[src/rtl/sram_march_bist_if.sv]
// Single-port SRAM BIST bus: the engine drives the macro controls,
// and the macro returns read data one cycle after a read.
interface sram_march_bist_if #(
    parameter int ADDR_W = 10,
    parameter int DATA_W = 8
);
    logic              men;
    logic              wen;
    logic              ren;
    logic [ADDR_W-1:0] addr;
    logic [DATA_W-1:0] din;
    logic [DATA_W-1:0] dout;

    modport master (output men, output wen, output ren, output addr, output din, input dout);
    modport slave  (input men, input wen, input ren, input addr, input din, output dout);
endinterface

[src/rtl/sram_march_bist.sv]
// March C- BIST engine for a single-port SRAM: six elements over DEPTH words,
// every read checked against the background with first-fail capture.
module sram_march_bist #(
    parameter int ADDR_W = 10,
    parameter int DATA_W = 8,
    parameter int DEPTH  = 1 << ADDR_W,
    parameter int ERR_W  = 8
) (
    input  logic              clk,
    input  logic              rst,
    input  logic              start,
    input  logic              abort,
    input  logic [DATA_W-1:0] bg,
    output logic              busy,
    output logic              done,
    output logic              fail,
    output logic [2:0]        fail_elem,
    output logic [ADDR_W-1:0] fail_addr,
    output logic [DATA_W-1:0] fail_data,
    output logic [ERR_W-1:0]  err_cnt,
    sram_march_bist_if.master mem
);
    // Element states encode their March element number in the low 3 bits.
    typedef enum logic [3:0] {
        S_M0 = 4'd0, S_M1 = 4'd1, S_M2 = 4'd2, S_M3 = 4'd3, S_M4 = 4'd4,
        S_M5 = 4'd5, S_DRAIN = 4'd6, S_IDLE = 4'd7, S_DONE = 4'd8
    } state_t;

    localparam logic [ADDR_W-1:0] LAST = ADDR_W'(DEPTH - 1);
    localparam logic [ADDR_W-1:0] ONE  = ADDR_W'(1);

    state_t              state_reg, state_next;
    logic [ADDR_W-1:0]   addr_reg, addr_next;
    logic                phase_reg, phase_next;
    logic [DATA_W-1:0]   bg_reg, bg_next;
    logic                start_ok, abort_ok;

    logic                busy_reg, busy_next, done_reg, done_next;
    logic                mem_men_reg, mem_wen_reg, mem_ren_reg;
    logic                men_next, wen_next, ren_next;
    logic [ADDR_W-1:0]   mem_addr_reg, addr_out_next;
    logic [DATA_W-1:0]   mem_din_reg, din_next;
    logic [DATA_W-1:0]   mem_exp_reg, exp_next;
    logic                inv_wr, inv_rd, rw_elem, wr_op, rd_op;

    logic                cmp_valid_reg;
    logic [DATA_W-1:0]   cmp_exp_reg;
    logic [ADDR_W-1:0]   cmp_addr_reg;
    logic [2:0]          cmp_elem_reg;
    logic                fail_reg;
    logic [2:0]          fail_elem_reg;
    logic [ADDR_W-1:0]   fail_addr_reg;
    logic [DATA_W-1:0]   fail_data_reg;
    logic [ERR_W-1:0]    err_cnt_reg;

    always_ff @(posedge clk or posedge rst) begin
        if (rst) begin
            state_reg     <= S_IDLE;
            addr_reg      <= '0;
            phase_reg     <= 1'b0;
            bg_reg        <= '0;
            busy_reg      <= 1'b0;
            done_reg      <= 1'b0;
            mem_men_reg   <= 1'b0;
            mem_wen_reg   <= 1'b0;
            mem_ren_reg   <= 1'b0;
            mem_addr_reg  <= '0;
            mem_din_reg   <= '0;
            mem_exp_reg   <= '0;
            cmp_valid_reg <= 1'b0;
            cmp_exp_reg   <= '0;
            cmp_addr_reg  <= '0;
            cmp_elem_reg  <= '0;
            fail_reg      <= 1'b0;
            fail_elem_reg <= '0;
            fail_addr_reg <= '0;
            fail_data_reg <= '0;
            err_cnt_reg   <= '0;
        end else begin
            state_reg     <= state_next;
            addr_reg      <= addr_next;
            phase_reg     <= phase_next;
            bg_reg        <= bg_next;
            busy_reg      <= busy_next;
            done_reg      <= done_next;
            mem_men_reg   <= men_next;
            mem_wen_reg   <= wen_next;
            mem_ren_reg   <= ren_next;
            mem_addr_reg  <= addr_out_next;
            mem_din_reg   <= din_next;
            mem_exp_reg   <= exp_next;
            // Read data arrives one cycle later; an aborted read is never checked.
            cmp_valid_reg <= mem_ren_reg && !abort_ok;
            cmp_exp_reg   <= mem_exp_reg;
            cmp_addr_reg  <= mem_addr_reg;
            cmp_elem_reg  <= state_reg[2:0];
            if (start_ok) begin
                fail_reg      <= 1'b0;
                fail_elem_reg <= '0;
                fail_addr_reg <= '0;
                fail_data_reg <= '0;
                err_cnt_reg   <= '0;
            end else if (cmp_valid_reg && !abort_ok && (mem.dout != cmp_exp_reg)) begin
                if (err_cnt_reg != '1) err_cnt_reg <= err_cnt_reg + ERR_W'(1);
                if (!fail_reg) begin
                    fail_reg      <= 1'b1;
                    fail_elem_reg <= cmp_elem_reg;
                    fail_addr_reg <= cmp_addr_reg;
                    fail_data_reg <= mem.dout ^ cmp_exp_reg;
                end
            end
        end
    end

    always_comb begin
        state_next = state_reg;
        addr_next  = addr_reg;
        phase_next = phase_reg;
        start_ok   = start && ((state_reg == S_IDLE) || (state_reg == S_DONE));
        abort_ok   = abort && busy_reg;
        case (state_reg)
            S_IDLE, S_DONE: if (start_ok) begin
                state_next = S_M0;
                addr_next  = '0;
                phase_next = 1'b0;
            end
            S_M0: if (addr_reg == LAST) begin
                state_next = S_M1;
                addr_next  = '0;
            end else addr_next = addr_reg + ONE;
            S_M1, S_M2: if (!phase_reg) phase_next = 1'b1;
            else begin
                phase_next = 1'b0;
                if (addr_reg != LAST) addr_next = addr_reg + ONE;
                else if (state_reg == S_M1) begin
                    state_next = S_M2;
                    addr_next  = '0;
                end else begin
                    state_next = S_M3;
                    addr_next  = LAST;
                end
            end
            S_M3, S_M4: if (!phase_reg) phase_next = 1'b1;
            else begin
                phase_next = 1'b0;
                if (addr_reg != '0) addr_next = addr_reg - ONE;
                else if (state_reg == S_M3) begin
                    state_next = S_M4;
                    addr_next  = LAST;
                end else begin
                    state_next = S_M5;
                    addr_next  = '0;
                end
            end
            S_M5: if (addr_reg == LAST) state_next = S_DRAIN;
            else addr_next = addr_reg + ONE;
            S_DRAIN: state_next = S_DONE;
            default: state_next = S_IDLE;
        endcase
        if (abort_ok) begin
            state_next = S_IDLE;
            phase_next = 1'b0;
        end
    end

    // Bus outputs are registered from the next operation so they leave flops cleanly.
    always_comb begin
        bg_next       = start_ok ? bg : bg_reg;
        men_next      = 1'b0;
        wen_next      = 1'b0;
        ren_next      = 1'b0;
        addr_out_next = mem_addr_reg;
        din_next      = mem_din_reg;
        inv_wr        = (state_next == S_M1) || (state_next == S_M3);
        inv_rd        = (state_next == S_M2) || (state_next == S_M4);
        rw_elem       = (state_next == S_M1) || (state_next == S_M2) ||
                        (state_next == S_M3) || (state_next == S_M4);
        wr_op         = (state_next == S_M0) || (rw_elem && phase_next);
        rd_op         = (state_next == S_M5) || (rw_elem && !phase_next);
        exp_next      = inv_rd ? ~bg_next : bg_next;
        if (wr_op) begin
            men_next      = 1'b1;
            wen_next      = 1'b1;
            addr_out_next = addr_next;
            din_next      = inv_wr ? ~bg_next : bg_next;
        end
        if (rd_op) begin
            men_next      = 1'b1;
            ren_next      = 1'b1;
            addr_out_next = addr_next;
        end
        busy_next = (state_next <= S_DRAIN);
        done_next = (state_next == S_DONE);
    end

    assign busy      = busy_reg;
    assign done      = done_reg;
    assign fail      = fail_reg;
    assign fail_elem = fail_elem_reg;
    assign fail_addr = fail_addr_reg;
    assign fail_data = fail_data_reg;
    assign err_cnt   = err_cnt_reg;
    assign mem.men   = mem_men_reg;
    assign mem.wen   = mem_wen_reg;
    assign mem.ren   = mem_ren_reg;
    assign mem.addr  = mem_addr_reg;
    assign mem.din   = mem_din_reg;
endmodule

[src/flat_wrapper.sv]
// flat-port wrapper written by rule: the top's interface ports become plain ports
module sram_march_bist_flat 
#(
    parameter int ADDR_W = 10,
    parameter int DATA_W = 8,
    parameter int DEPTH  = 1 << ADDR_W,
    parameter int ERR_W  = 8
)
  (clk, rst, start, abort, bg, busy, done, fail, fail_elem, fail_addr, fail_data, err_cnt, mem_men, mem_wen, mem_ren, mem_addr, mem_din, mem_dout);
  sram_march_bist_if #(.ADDR_W(ADDR_W), .DATA_W(DATA_W)) mem_i ();
  input  logic clk;
  input  logic rst;
  input  logic start;
  input  logic abort;
  input  logic [DATA_W-1:0] bg;
  output logic busy;
  output logic done;
  output logic fail;
  output logic [2:0] fail_elem;
  output logic [ADDR_W-1:0] fail_addr;
  output logic [DATA_W-1:0] fail_data;
  output logic [ERR_W-1:0] err_cnt;
  output wire logic [$bits(mem_i.men)-1:0] mem_men;
  output wire logic [$bits(mem_i.wen)-1:0] mem_wen;
  output wire logic [$bits(mem_i.ren)-1:0] mem_ren;
  output wire logic [$bits(mem_i.addr)-1:0] mem_addr;
  output wire logic [$bits(mem_i.din)-1:0] mem_din;
  input wire logic [$bits(mem_i.dout)-1:0] mem_dout;
  assign mem_men = mem_i.men;
  assign mem_wen = mem_i.wen;
  assign mem_ren = mem_i.ren;
  assign mem_addr = mem_i.addr;
  assign mem_din = mem_i.din;
  assign mem_i.dout = mem_dout;
  sram_march_bist #(.ADDR_W(ADDR_W), .DATA_W(DATA_W), .DEPTH(DEPTH), .ERR_W(ERR_W)) u_core (.clk(clk), .rst(rst), .start(start), .abort(abort), .bg(bg), .busy(busy), .done(done), .fail(fail), .fail_elem(fail_elem), .fail_addr(fail_addr), .fail_data(fail_data), .err_cnt(err_cnt), .mem(mem_i));
endmodule
[config.mk]
export PLATFORM = sky130hd
export DESIGN_NAME = sram_march_bist_flat
export DESIGN_NICKNAME = d
export VERILOG_FILES = /design/src/rtl/sram_march_bist_if.sv /design/src/rtl/sram_march_bist.sv /design/src/flat_wrapper.sv
export SDC_FILE = /design/constraint.sdc
export NUM_CORES = 1
export LEC_CHECK = 0
export ABC_AREA = 1
export ABC_CLOCK_PERIOD_IN_PS = 5100
export BUFFER_PORTS_ARGS = -buffer_cell sky130_fd_sc_hd__buf_2
export CAP_MARGIN = 20
export CORE_MARGIN = 1.5
export CORE_UTILIZATION = 45
export CTS_CLUSTER_SIZE = 8
export DETAILED_ROUTE_END_ITERATION = 7
export HOLD_SLACK_MARGIN = 0.08
export PLACE_DENSITY = 0.65
export RECOVER_POWER = 50
export SYNTH_ARGS = -nofsm -noshare
export SYNTH_HDL_FRONTEND = slang
export SYNTH_SLANG_ARGS = --single-unit
[constraint.sdc]
create_clock -name clk -period 5.1 [get_ports clk]
set_clock_uncertainty 0.05 [all_clocks]
set_input_delay 0.51 -clock clk [delete_from_list [all_inputs] [get_ports clk]]
set_output_delay 0.51 -clock clk [all_outputs]
set_load 0.01 [all_outputs]
# Yosys cells after proc, flatten, opt, wreduce, memory -nomap -nowiden
# Index checks and enable logic that the tools add are counted.
# classes
n_lt_le_gt_ge,1
n_mux,47
n_bitwise,2
n_div,0
n_addsub,3
shifts,0
n_eq_ne,19
n_mul,0
n_reduce_logical,29
# op_table
op,n
2-to-1 mux 10 bit,14
2-to-1 mux 8 bit,9
case mux 10 bit (5 select lines),1
2-to-1 mux 4 bit,8
equality test 4 x 3 -> 1 bit (second input constant),6
case mux 4 bit (6 select lines),1
equality test 4 x 2 -> 1 bit (second input constant),4
adder 10 x 1 -> 10 bit (second input constant),1
equality test 10 bit (second input constant),1
2-to-1 mux 1 bit,10
inequality test 10 bit (second input constant),1
nonzero test 10 bit,1
subtractor 10 x 1 -> 10 bit (second input constant),1
2-to-1 mux 3 bit,3
adder 8 x 1 -> 8 bit (second input constant),1
equality test 4 x 1 -> 1 bit (second input constant),2
equality test 4 bit (second input constant),2
zero test 4 bit,2
logical OR 1 bit,8
inequality test 8 bit,1
inequality test 8 bit (second input constant),1
NOT 8 bit,1
XOR 8 bit,1
logical AND 1 bit,7
8 further kinds,14
# word_totals
word_cells,122
latch_bits,0
n_memories,0
in_bits,20
mem_bits_rw,0
reg_bits,106
output_inout_bits,53
mem_bits_ro,0

# Longest topological paths before layout
# Gate-level depths: netlist of run 1.
# depth
word_depth,14
ltp_mapped,16
mapped_depth_nobuf,16

# Least setup slack after synthesis of run 1
# OpenSTA, ideal clock, no wires.
# synth_path
path_type,flip-flop to flip-flop
startpoint,register u_core.addr_reg[0]
endpoint,"register u_core.mem_addr_reg[0], in the netlist u_core.mem.addr[0]"
setup_ns,0.083
n_path_buf,1
path_slack_ns,3.056
required_ns,4.967
path_stages_with_launch,12
synth_period_minus_slack_ns,2.044
t_arrival_ns,1.912
cell_sequence,dfrtp_1 ha_1 nand2_2 nor2_4 nand3b_4 buf_2 ha_1 o21ai_0 a21oi_1 o2111ai_1 o21ai_0 o21ai_0
# synth_via
elab_chain_len,12
elab_cells_between_ends,37
classes_between,add/sub: 2; eq/ne: 7; mux: 18; reduce/logical: 10
# synth_rtl
item,line_no,rtl
from (decl),sram_march_bist.sv:33,"logic [ADDR_W-1:0] addr_reg, addr_next;"
from (signal assigned),sram_march_bist.sv:81,addr_reg <= addr_next;
inequality test 10 bit / nonzero test 10 bit (equally long branches),"sram_march_bist.sv:134, sram_march_bist.sv:146",
2-to-1 mux 4 bit (on tied branches),"sram_march_bist.sv:134, sram_march_bist.sv:146",
2-to-1 mux 4 bit (on tied branches),"sram_march_bist.sv:131, sram_march_bist.sv:143",
case mux 4 bit (6 select lines),sram_march_bist.sv:121,case (state_reg)
2-to-1 mux 4 bit,sram_march_bist.sv:160,if (abort_ok) begin
equality test 4 x 1 -> 1 bit / equality test 4 x 2 -> 1 bit (equally long branches),sram_march_bist.sv:176,rw_elem = (state_next == S_M1) || (state_next == S_M2) ||
logical OR 1 bit (2 in a row),sram_march_bist.sv:176,
logical OR 1 bit,sram_march_bist.sv:177,(state_next == S_M3) || (state_next == S_M4);
logical AND 1 bit (on tied branches),"sram_march_bist.sv:179, sram_march_bist.sv:178",
logical OR 1 bit (on tied branches),"sram_march_bist.sv:179, sram_march_bist.sv:178",
2-to-1 mux 10 bit / nonzero test 2 bit (equally long branches),--,
to (signal assigned),sram_march_bist.sv:89,mem_addr_reg <= addr_out_next;
to (decl),sram_march_bist.sv:41,"logic [ADDR_W-1:0] mem_addr_reg, addr_out_next;"
# Parallel ways exist; a longest one is shown, timed or not. The select of a mux whose other input is x is not followed.
# A chain may end at the register's enable or synchronous reset.

==> results of run 1 <==
## area by class of cell
class                           count  share of cell area (%)
Clock buffer                       10                    4.03
Clock inverter                      5                    1.07
Inverter                           85                    5.40
Multi-Input combinational cell    396                    36.2
Sequential cell                   106                    44.7
Tap cell                          143                    3.01
Timing Repair Buffer               76                    5.50
## stage by stage
stage / area, sq um / setup WS (ns) / utilization, % / total power, W / std cells
after global routing: 5940 / 1.60 / 52.4 / 0.00449 / 821
after CTS: 6010 / 2.47 / 53.1 / 0.00419 / 821
final: 5940 / 2.19 / 52.4 / 0.00414 / 821
after floorplan: 5200 / 1.76 / - / 0.00289 / 603
after global placement: 5680 / 2.35 / 50.1 / 0.00343 / 803
after detailed placement: 5700 / 2.49 / 50.4 / 0.00346 / 806
## layer usage
metal | wire, microns | share of wire [%] | up-vias
li1 | - | - | 2091
met2 | 5370 | 45 | 97
met1 | 5870 | 49 | 2018
met5 | 0 | 0 | -
met4 | 189 | 1.6 | 0
met3 | 536 | 4.5 | 17
## worst min-delay path by stage
stage / startpoint / end / depth (start not counted)
5_1_grt: u_core.mem_exp_reg[5] / u_core.cmp_exp_reg[5] / 0
2_1_floorplan: u_core.mem_exp_reg[0] / u_core.cmp_exp_reg[0] / 0
6_report: u_core.mem_exp_reg[5] / u_core.cmp_exp_reg[5] / 0
4_1_cts: rst / u_core.err_cnt[5] / 2
3_3_place_gp: u_core.mem_exp_reg[5] / u_core.cmp_exp_reg[5] / 0
3_5_place_dp: u_core.mem_exp_reg[5] / u_core.cmp_exp_reg[5] / 0
## where the power goes
group	switching (W)	total, W	internal [W]	leakage (nW)
clock	0.000311	0.000706	0.000395	0.139
combinational	0.00135	0.00198	0.000635	1.36
sequential	0.000241	0.00145	0.00121	1.33
## layout by cell type (no fill, tap or decap), types with 3 or more instances in the layout
cell type and count:
clkbuf_16 9, nand2_4 4, a21oi_1 11, nor3_1 5
nor2_4 5, clkinvlp_4 3, nand2_1 118, nor2_1 42
dfstp_1 3, dfrtp_1 103, inv_1 74, inv_2 9
ha_1 5, clkbuf_1 53, o21ai_1 3, xor2_1 33
nand3_1 60, o2111ai_1 4, o21ai_0 59, or2_2 9
nand3_2 4, o211ai_1 7, nand2_2 4, buf_2 20
## logic make-up (layout without fill, tap and decap cells)
logic type      count (synthesis)  count (layout)  synth area share (%)
xor+xnor                       35              35                  5.90
compound gates                 98              98                  11.1
fa+ha+maj                       5               5                  1.20
buf+inv                       101             176                  7.51
flops                         106             106                  51.1
simple gates                  258             258                  23.2
==> results.ini, run 1 <==
[floorplan]
die-area_sq_um = 12200
die_y_microns = 110
die_width_microns = 110
num_io_pins = 73
core_sq_um = 11300
rows = 39
initial_core_util_pct = 45.9

[sta]
maxSlewViolCount = 109
max_slew.worst_pin.slew_ns = 1.81
fin_crit_ns = 2.91
hold_slack_ns = 0.300
relSlewSlack_pct = -21.6
hold_violations = 0
setup_violations = 0
tns_ns = 0
post-route-period-util_pct = 57.0
timing.fmax_mhz = 344
rsz0062_at_grt = no

[clock_network]
cts_max_path_buffers = 2
post-cts-setup-buffer-count = 0
insertion_delay_ns = 0.34
cts_made_buffers = 9
cts_hold_buf = 0
clock-sinks = 106
cts_tree = built
htreeDepth = 3
cts-root-buf = clkbuf_16
cts_resized = 0
clk_pin_slew_ns = 0.07

[global_route]
grtUsageMet2_pct = 30.5
antenna_found_initial = 0
met3_usage_pct = 4.12
globalRouteOverflowTotal = 0
grt_pass1_vias = 4061
grt_pass1_wl_mm = 20.1
grt_max_degree = 67
grt_use_met1_pct = 29.3
grt_use_total_pct = 20.1
top_usage_layer = met2

[yosys]
yosys_warnings = 0
yosysUniqueCellTypes = 38
synth-main-ff-cell = dfrtp_1
syn_nets = 628
avgSynthCellArea_sq_um = 8.62
ys_async_sr_fraction_pct = 100
synth_edf_count = 0
synthCells = 603
yosysTopAreaCellShare_pct = 49.6
ys_seq_area_share_pct = 51.1
ys_top_cells_by_count = 118 x nand2_1, 103 x dfrtp_1, 75 x inv_1, 60 x nand3_1, 60 x o21ai_0
synth.most_common_cell = nand2_1
synth_area_leader_cell = dfrtp_1
ys_top_cells_by_area = dfrtp_1 50%, nand2_1 8.5%, nand3_1 5.8%
ys_seq_elements = 106
syn_area_sq_um = 5200

[detailed_routing]
drtAntennaViolNets = 0
dr.first_iter.drc_count = 330
dr_total_vias = 4223
drcViolationCount = 0
wl_mm = 12.0
vias_per_cell = 5.14
drtPass1Iterations = 5
wl_per_cell_microns = 14.6

[cells_and_area]
fillers = 1096
nNetsFinal = 699
drive_gt1_share_pct = 12.1
regArea_sq_um = 2660
diodes = 0
area_growth_pct = 14.2
multi_input_area_sq_um = 2150

[worst_setup_path]
crit_end = u_core.mem_exp_reg[5]
critical_path.startpoint = rst
cp_cell_sequence = buf_2 -> clkinvlp_2 -> clkbuf_2
cp_max_fo = 66
end_kind = async pin
arrival_ns = 3.03
timing.rr.start = u_core.state_reg[0]
rrSetupSlack_ns = 2.32
crit_buf_inv = 3
critPathTopFamily = buffers and inverters
reg2reg_depth = 10
cp_slowest_cell = clkbuf_2
worstSetupPathType = in2async
cp.required_ns = 5.22
cp-start-kind = primary input
r2r-end = u_core.err_cnt[2]
worstSetupPathDepth = 3
slowest_delay_ns = 1.34

[min_path]
hold_path_class = reg2reg

[power]
p_per_area_nw_per_um2 = 697
peakVddDrop_mv = 0.241
leakage_nw = 2.82

[placement]
gp_congestion = 0.937
dp_hpwl_mm = 8.63
port_buffers = 72

[status]
failed_checks = max-capacitance violations, max-slew violations
status = complete, but fails checks

[run]
cap_viol_max_count = 2

Power figures use the tool's default switching activity.
==> run 2, diff against run 1 <==
- ABC_AREA: 1 -> 0
- ABC_CLOCK_PERIOD_IN_PS: 5100 -> 2800
- clock period: 5.1 -> 2.8 ns (I/O delays scaled with it)
==> results.ini, run 2 <==
[worst_setup_path]
arrival_ns = 2.78  ; -0.25 ns
cp.required_ns = 2.97  ; -2.25 ns
cp_max_fo = 7  ; -89%
slowest_delay_ns = 0.45  ; -0.89 ns
r2r-end = u_core.mem.addr[5]
worstSetupPathType = reg2reg
timing.rr.start = u_core.addr_reg[1]
cp_slowest_cell = dfrtp_2
end_kind = flop
rrSetupSlack_ns = 0.18  ; -2.14 ns
reg2reg_depth = 9  ; -1
cp-start-kind = flop
cp_cell_sequence = inv_1 -> ha_1 -> nor3b_2 -> and4_1 -> o2111ai_1 -> a311oi_4 -> a21o_4 -> buf_12 -> mux2_4

[placement]
gp_congestion = 0.889  ; -5.2%
dp_slack_ns = 0.0889  ; -2.40 ns
dp_hpwl_mm = 8.61  ; -0.19%
port_buffers = 72  ; unchanged

[power]
p_clk_share_pct = 14.4  ; -2.7 points
p_per_area_nw_per_um2 = 1330  ; +90%
combPwrFrac_pct = 52.7  ; +4.8 points
peakVddDrop_mv = 0.493  ; +100%
p_switching_w = 0.00341  ; +80%
p_seq_share_pct = 32.8  ; -2.3 points
power.total_w = 0.00819  ; +98%
leakage_nw = 2.74  ; -2.9%
p_int_w = 0.00478  ; +110%
switching_share_pct = 41.7  ; -4.2 points

[sta]
fin_crit_ns = 2.62
tns_ns = 0  ; unchanged
setup_ws_ns = 0.182  ; -2.01 ns
maxSlewViolCount = 0  ; -100%
setup_violations = 0  ; unchanged
rsz0062_at_grt = no
relSlewSlack_pct = 9.24  ; +31 points
hold_violations = 0  ; unchanged
post-route-period-util_pct = 93.5
max_slew.worst_pin.slew_ns = 1.35  ; -0.460 ns
timing.fmax_mhz = 382
hold_slack_ns = 0.205  ; -0.0949 ns

[min_path]
min_to = u_core.bg_reg[4]
holdPathStages = 2  ; +2
hp-start = bg[4]
hold_path_class = in2reg

[global_route]
met3_usage_pct = 3.39  ; -0.73 points
grt_use_total_pct = 19.8  ; -0.28 points
grtUsageMet2_pct = 30.0  ; -0.45 points
top_usage_layer = met2
grt_use_met1_pct = 29.3  ; about the same
grt_max_degree = 49  ; -27%
grt_pass1_vias = 3977  ; -2.1%
globalRouteOverflowTotal = 0  ; unchanged
grt_pass1_wl_mm = 20.0  ; -0.65%
antenna_found_initial = 0  ; unchanged

[yosys]
synth_area_leader_cell = dfrtp_1
ys_top_cells_by_count = 103 x dfrtp_1, 54 x nor2_1, 34 x nand2_1, 31 x mux2i_1, 26 x o21ai_0
ys_top_cells_by_area = dfrtp_1 49%, mux2i_1 5.9%, nor2_1 3.9%
syn_area_sq_um = 5240  ; +0.82%
avgSynthCellArea_sq_um = 10.4  ; +21%
syn_nets = 527  ; -16%
synth-main-ff-cell = dfrtp_1
synthCells = 502  ; -17%
yosys_warnings = 0  ; unchanged
ys_async_sr_fraction_pct = 100  ; unchanged
synth.most_common_cell = dfrtp_1
synth_edf_count = 0  ; unchanged
ys_seq_area_share_pct = 50.7  ; -0.41 points
yosysUniqueCellTypes = 68  ; +79%
yosysTopAreaCellShare_pct = 49.2  ; -0.40 points
ys_seq_elements = 106  ; unchanged

[floorplan]
core_sq_um = 11400  ; +0.43%
num_io_pins = 73  ; unchanged
die-area_sq_um = 12300  ; +0.79%
rows = 39  ; unchanged
initial_core_util_pct = 46.1  ; +0.18 points
die_width_microns = 111  ; +0.39%
die_y_microns = 111  ; +0.39%

[detailed_routing]
drcViolationCount = 0  ; unchanged
drtAntennaViolNets = 0  ; unchanged
dr_total_vias = 4109  ; -2.7%
dr.first_iter.drc_count = 350  ; +6.1%
wl_mm = 11.8  ; -1.2%
vias_per_cell = 5.55  ; +7.8%
drtPass1Iterations = 5  ; unchanged
wl_per_cell_microns = 16.0  ; +9.5%

[cells_and_area]
diodes = 0  ; unchanged
multi_input_area_sq_um = 2380  ; +11%
mostFrequentLayoutCells = 102 x dfrtp_1, 54 x clkbuf_1, 53 x nor2_1
area_growth_pct = 17.7
final_common_cell = dfrtp_1
regArea_sq_um = 2660  ; about the same
nNetsFinal = 618  ; -12%
fillers = 1021  ; -6.8%
drive_gt1_share_pct = 18.2  ; +6.1 points
fin_util_pct = 54.3  ; +1.8 points

[clock_network]
cts_tree = built
htreeDepth = 3  ; unchanged
cts_made_buffers = 9  ; unchanged
insertion_delay_ns = 0.34  ; about the same
clock-sinks = 106  ; unchanged
clk_pin_slew_ns = 0.07  ; about the same
cts-root-buf = clkbuf_16
cts_max_path_buffers = 2  ; unchanged

[run]
cap_viol_max_count = 0  ; -2

[status]
status = finished clean

==> run 2: changes by cell type in the layout (fill, tap and decap cells not counted), moves of 28 or more <==
cell	change
mux2i_1	+31
inv_1	-57
xor2_1	-28
buf_4	+32
nand2_1	-84
nand3_1	-45
o21ai_0	-34
==> run 2: kinds of logic (layout without fill, tap and decap cells) <==
group                    count (synthesis)  after routing  share of synthesized area (%)
AND/OR/NAND/NOR                        153            153                           14.8
XOR/XNOR                                28             28                           4.68
adder cells (fa/ha/maj)                  5              5                           1.19
AO/OA/AOI/OAI                          114            114                           14.3
buffers and inverters                   48            144                           4.30
multiplexers                            48             48                           10.1
flip-flops                             106            106                           50.7
==> run 2: repair_timing <==
action                                  in CTS  in global routing
hold endpoints to repair                    29                  0
buffers inserted                             0                  3
gates resized for setup                      0                  5
hold buffers                                 1                  0
endpoints found under the setup margin       0                 12
==> run 2: cell type report <==
cell class	count	share of cell area, %
clock inverter	5	0.629
clock buffer	11	3.94
timing repair buffer	108	9.59
tap	143	2.90
sequential	106	43.1
inverter	20	1.24
multi-input combinational	348	38.6
==> run 2: power by group through the flow <==
stage	clock [W]	combinational, W	sequential [W]
2_1_floorplan	0	0.00302	0.00266
3_3_place_gp	0	0.00415	0.00267
3_5_place_dp	0	0.00421	0.00270
4_1_cts	0.00121	0.00424	0.00267
5_1_grt	0.00128	0.00475	0.00278
6_report	0.00118	0.00432	0.00269
==> run 2: how the worst max path moves through the flow <==
stage                       start                 end  cells past startpoint
6_report       u_core.addr_reg[1]  u_core.mem.addr[5]                      9
5_1_grt        u_core.addr_reg[0]  u_core.mem.addr[0]                     12
4_1_cts        u_core.addr_reg[1]  u_core.mem.addr[0]                     12
3_5_place_dp   u_core.addr_reg[1]  u_core.mem.addr[0]                     12
3_3_place_gp   u_core.addr_reg[1]  u_core.mem.addr[3]                     11
2_1_floorplan  u_core.addr_reg[0]   u_core.mem.din[1]                     12
==> run 2: metal layers <==
| layer | routed length [microns] | vias to the layer above |
|---|---|---|
| met5 | 0 | - |
| met4 | 147 | 0 |
| met3 | 621 | 21 |
| met2 | 5390 | 151 |
| met1 | 5670 | 1984 |
| li1 | - | 1953 |
==> run 2: through the flow <==
stage | cell area [sq um] | cells
6_report | 6170 | 741
5_1_grt | 6170 | 741
4_1_cts | 6200 | 738
3_5_place_dp | 5900 | 721
3_3_place_gp | 5900 | 721
2_1_floorplan | 5250 | 502
==> run 2: worst max-delay path, delay by kind of cell (launching register included) <==
kind,cells,cell delay [ns]
buf+inv,2,0.23
simple gates,2,0.50
fa+ha+maj,1,0.14
mux,1,0.29
flops,1,0.45
compound gates,3,0.84
==> run 3, diff against run 2 <==
- ABC_CLOCK_PERIOD_IN_PS: 2800 -> 2300
- CORE_MARGIN: 1.5 -> unset
- HOLD_SLACK_MARGIN: 0.08 -> unset
- PLACE_DENSITY: 0.65 -> 0.68
- clock period: 2.8 -> 2.3 ns (I/O delays scaled with it)
==> results.ini, run 3 (synthesis results as in run 2) <==
[detailed_routing]
vias_per_cell = 5.47  ; -1.4%
top_layer_used = met4
dr.first_iter.drc_count = 399  ; +14%
wl_per_cell_microns = 17.0  ; +6.4%
met3WireLength_microns = 741  ; +19%
wl_met2_mm = 6.72  ; +25%
wl_mm = 14.0  ; +18%
drtPass1Iterations = 5  ; unchanged
drtAntennaViolNets = 0  ; unchanged
drcViolationCount = 0  ; unchanged
dr_total_vias = 4494  ; +9.4%
met1_length_mm = 6.21  ; +9.6%

[sta]
setup_ws_ns = -0.158  ; -0.340 ns
max_slew.worst_pin.slew_ns = 0.505  ; -0.849 ns
relSlewSlack_pct = 66.2  ; +57 points
rsz0062_at_grt = yes
fin_crit_ns = 2.46  ; -0.160 ns
hold_violations = 0  ; unchanged
post-route-period-util_pct = 107  ; +13 points
timing.fmax_mhz = 407  ; +6.5%
setup_violations = 27  ; +27
maxSlewViolCount = 0  ; unchanged

[clock_network]
insertion_delay_ns = 0.34  ; about the same
clk_pin_slew_ns = 0.07  ; about the same
cts_max_path_buffers = 2  ; unchanged
cts_tree = built
cts_made_buffers = 9  ; unchanged
clock-sinks = 106  ; unchanged
cts-root-buf = clkbuf_16
htreeDepth = 3  ; unchanged

[cells_and_area]
fin_area_sq_um = 7220  ; +17%
fillers = 896  ; -12%
final_cell_count_no_fill = 822  ; +11%
drive_gt1_share_pct = 42.1  ; +24 points
final_common_cell = dfrtp_1
area_growth_pct = 37.8
fin_util_pct = 63.5  ; +9.3 points
nNetsFinal = 699  ; +13%
diodes = 0  ; unchanged
mostFrequentLayoutCells = 101 x dfrtp_1, 99 x buf_4, 73 x buf_2

[placement]
dp_hpwl_mm = 9.83  ; +14%
dp_cells = 786  ; +9.0%
port_buffers = 72  ; unchanged
dp_slack_ns = -0.297  ; -0.386 ns
placed_area_sq_um = 6440  ; +9.2%
gp_congestion = 0.897  ; +0.96%

[power]
leakage_nw = 3.43  ; +25%
p_per_area_nw_per_um2 = 1690  ; +27%
peakVddDrop_mv = 0.723  ; +47%

[status]
status = complete, but fails checks
failed_checks = negative setup slack

[floorplan]
die-area_sq_um = 12100  ; -1.8%
initial_core_util_pct = 46.1  ; unchanged
core_sq_um = 11400  ; unchanged
die_width_microns = 110  ; -0.90%
rows = 39  ; unchanged
die_y_microns = 110  ; -0.90%
num_io_pins = 73  ; unchanged

[global_route]
globalRouteOverflowTotal = 0  ; unchanged
grt_pass1_wl_mm = 21.3  ; +6.8%
grt_pass1_vias = 4324  ; +8.7%
antenna_found_initial = 0  ; unchanged
grt_use_total_pct = 23.3  ; +3.4 points
grt_max_degree = 36  ; -27%

[worst_setup_path]
cp-start-kind = flop
cp_max_fo = 6  ; -1
cp.required_ns = 2.48  ; -0.49 ns
end_kind = flop
arrival_ns = 2.64  ; -0.14 ns
worstSetupPathType = reg2reg

[min_path]
hold_path_class = in2reg

[run]
cap_viol_max_count = 0  ; unchanged

[run 3: cell types whose count changed in the layout (fill, tap and decap cells not counted), sizes merged]
| cell | previous run | this run |
|---|---|---|
| buf | 53 | 186 |
| clkbuf | 65 | 10 |
| inv | 20 | 22 |
| bufinv | 0 | 1 |
| clkinv | 4 | 3 |
| nand3 | 16 | 17 |
[run 3: worst paths after layout]
kind	from	end	slack, ns	depth (start not counted)
worst max register to register	u_core.addr_reg[0]	u_core.mem.addr[9]	-0.16	11
max in group asynchronous	rst	u_core.err_cnt[2]	1.13	4
min in group asynchronous	rst	u_core.fail_data[5]	0.42	3
worst min register to register	u_core.mem_exp_reg[0]	u_core.cmp_exp_reg[0]	0.30	0
worst max-delay path	u_core.addr_reg[0]	u_core.mem.addr[9]	-0.16	11
worst min-delay path	mem_dout[2]	u_core.fail_data[2]	0.15	3
[run 3: what timing repair did]
item                                    CTS  global route
endpoints found under the setup margin   28            33
hold buffers                              1             0
setup buffers                             8            11
endpoints found under the hold margin    19             0
gates cloned                              1             0
resized for setup                        13            62
pin swaps                                 6            21
[run 3: routing by layer]
| metal | global-route usage, % | vias up |
|---|---|---|
| met5 | 0 | - |
| met4 | 8.76 | 0 |
| met3 | 3.62 | 22 |
| met2 | 36.7 | 139 |
| met1 | 32.3 | 2211 |
| li1 | - | 2122 |
[run 3: stage by stage]
stage / total power, W / setup TNS [ns] / hold slack, ns
6_report: 0.0122 / -2.74 / 0.154
3_3_place_gp: 0.00919 / -3.85 / 0.240
4_1_cts: 0.0115 / -4.26 / 0.135
3_5_place_dp: 0.00937 / -5.40 / 0.239
2_1_floorplan: 0.00698 / -1.86 / 0.281
5_1_grt: 0.0130 / -5.87 / 0.154
[run 3: critical path: stages, from the launching register on]
cell	delay [ns]
dfrtp_2	0.44
ha_4	0.18
nand4_4	0.13
nor3_4	0.07
inv_2	0.10
buf_6	0.12
nor2_4	0.03
buf_4	0.13
a311oi_4	0.40
a21o_4	0.25
buf_12	0.13
mux2_4	0.29
[run 3: report_power, final]
| part | total [W] | internal [W] | switching (W) |
|---|---|---|---|
| logic | 0.00747 | 0.00368 | 0.00379 |
| registers | 0.00318 | 0.00270 | 0.000481 |
| clock network | 0.00157 | 0.000865 | 0.000708 |
[run 3: area by class of cell]
class	instances	area [sq um]	area share, %
Sequential cell	106	2660	36.8
Clock buffer	9	225	3.12
Timing Repair Buffer	188	1320	18.3
Clock inverter	7	85.1	1.18
Multi-Input combinational cell	349	2680	37.0
Inverter	20	78.8	1.09
Tap cell	143	179	2.48
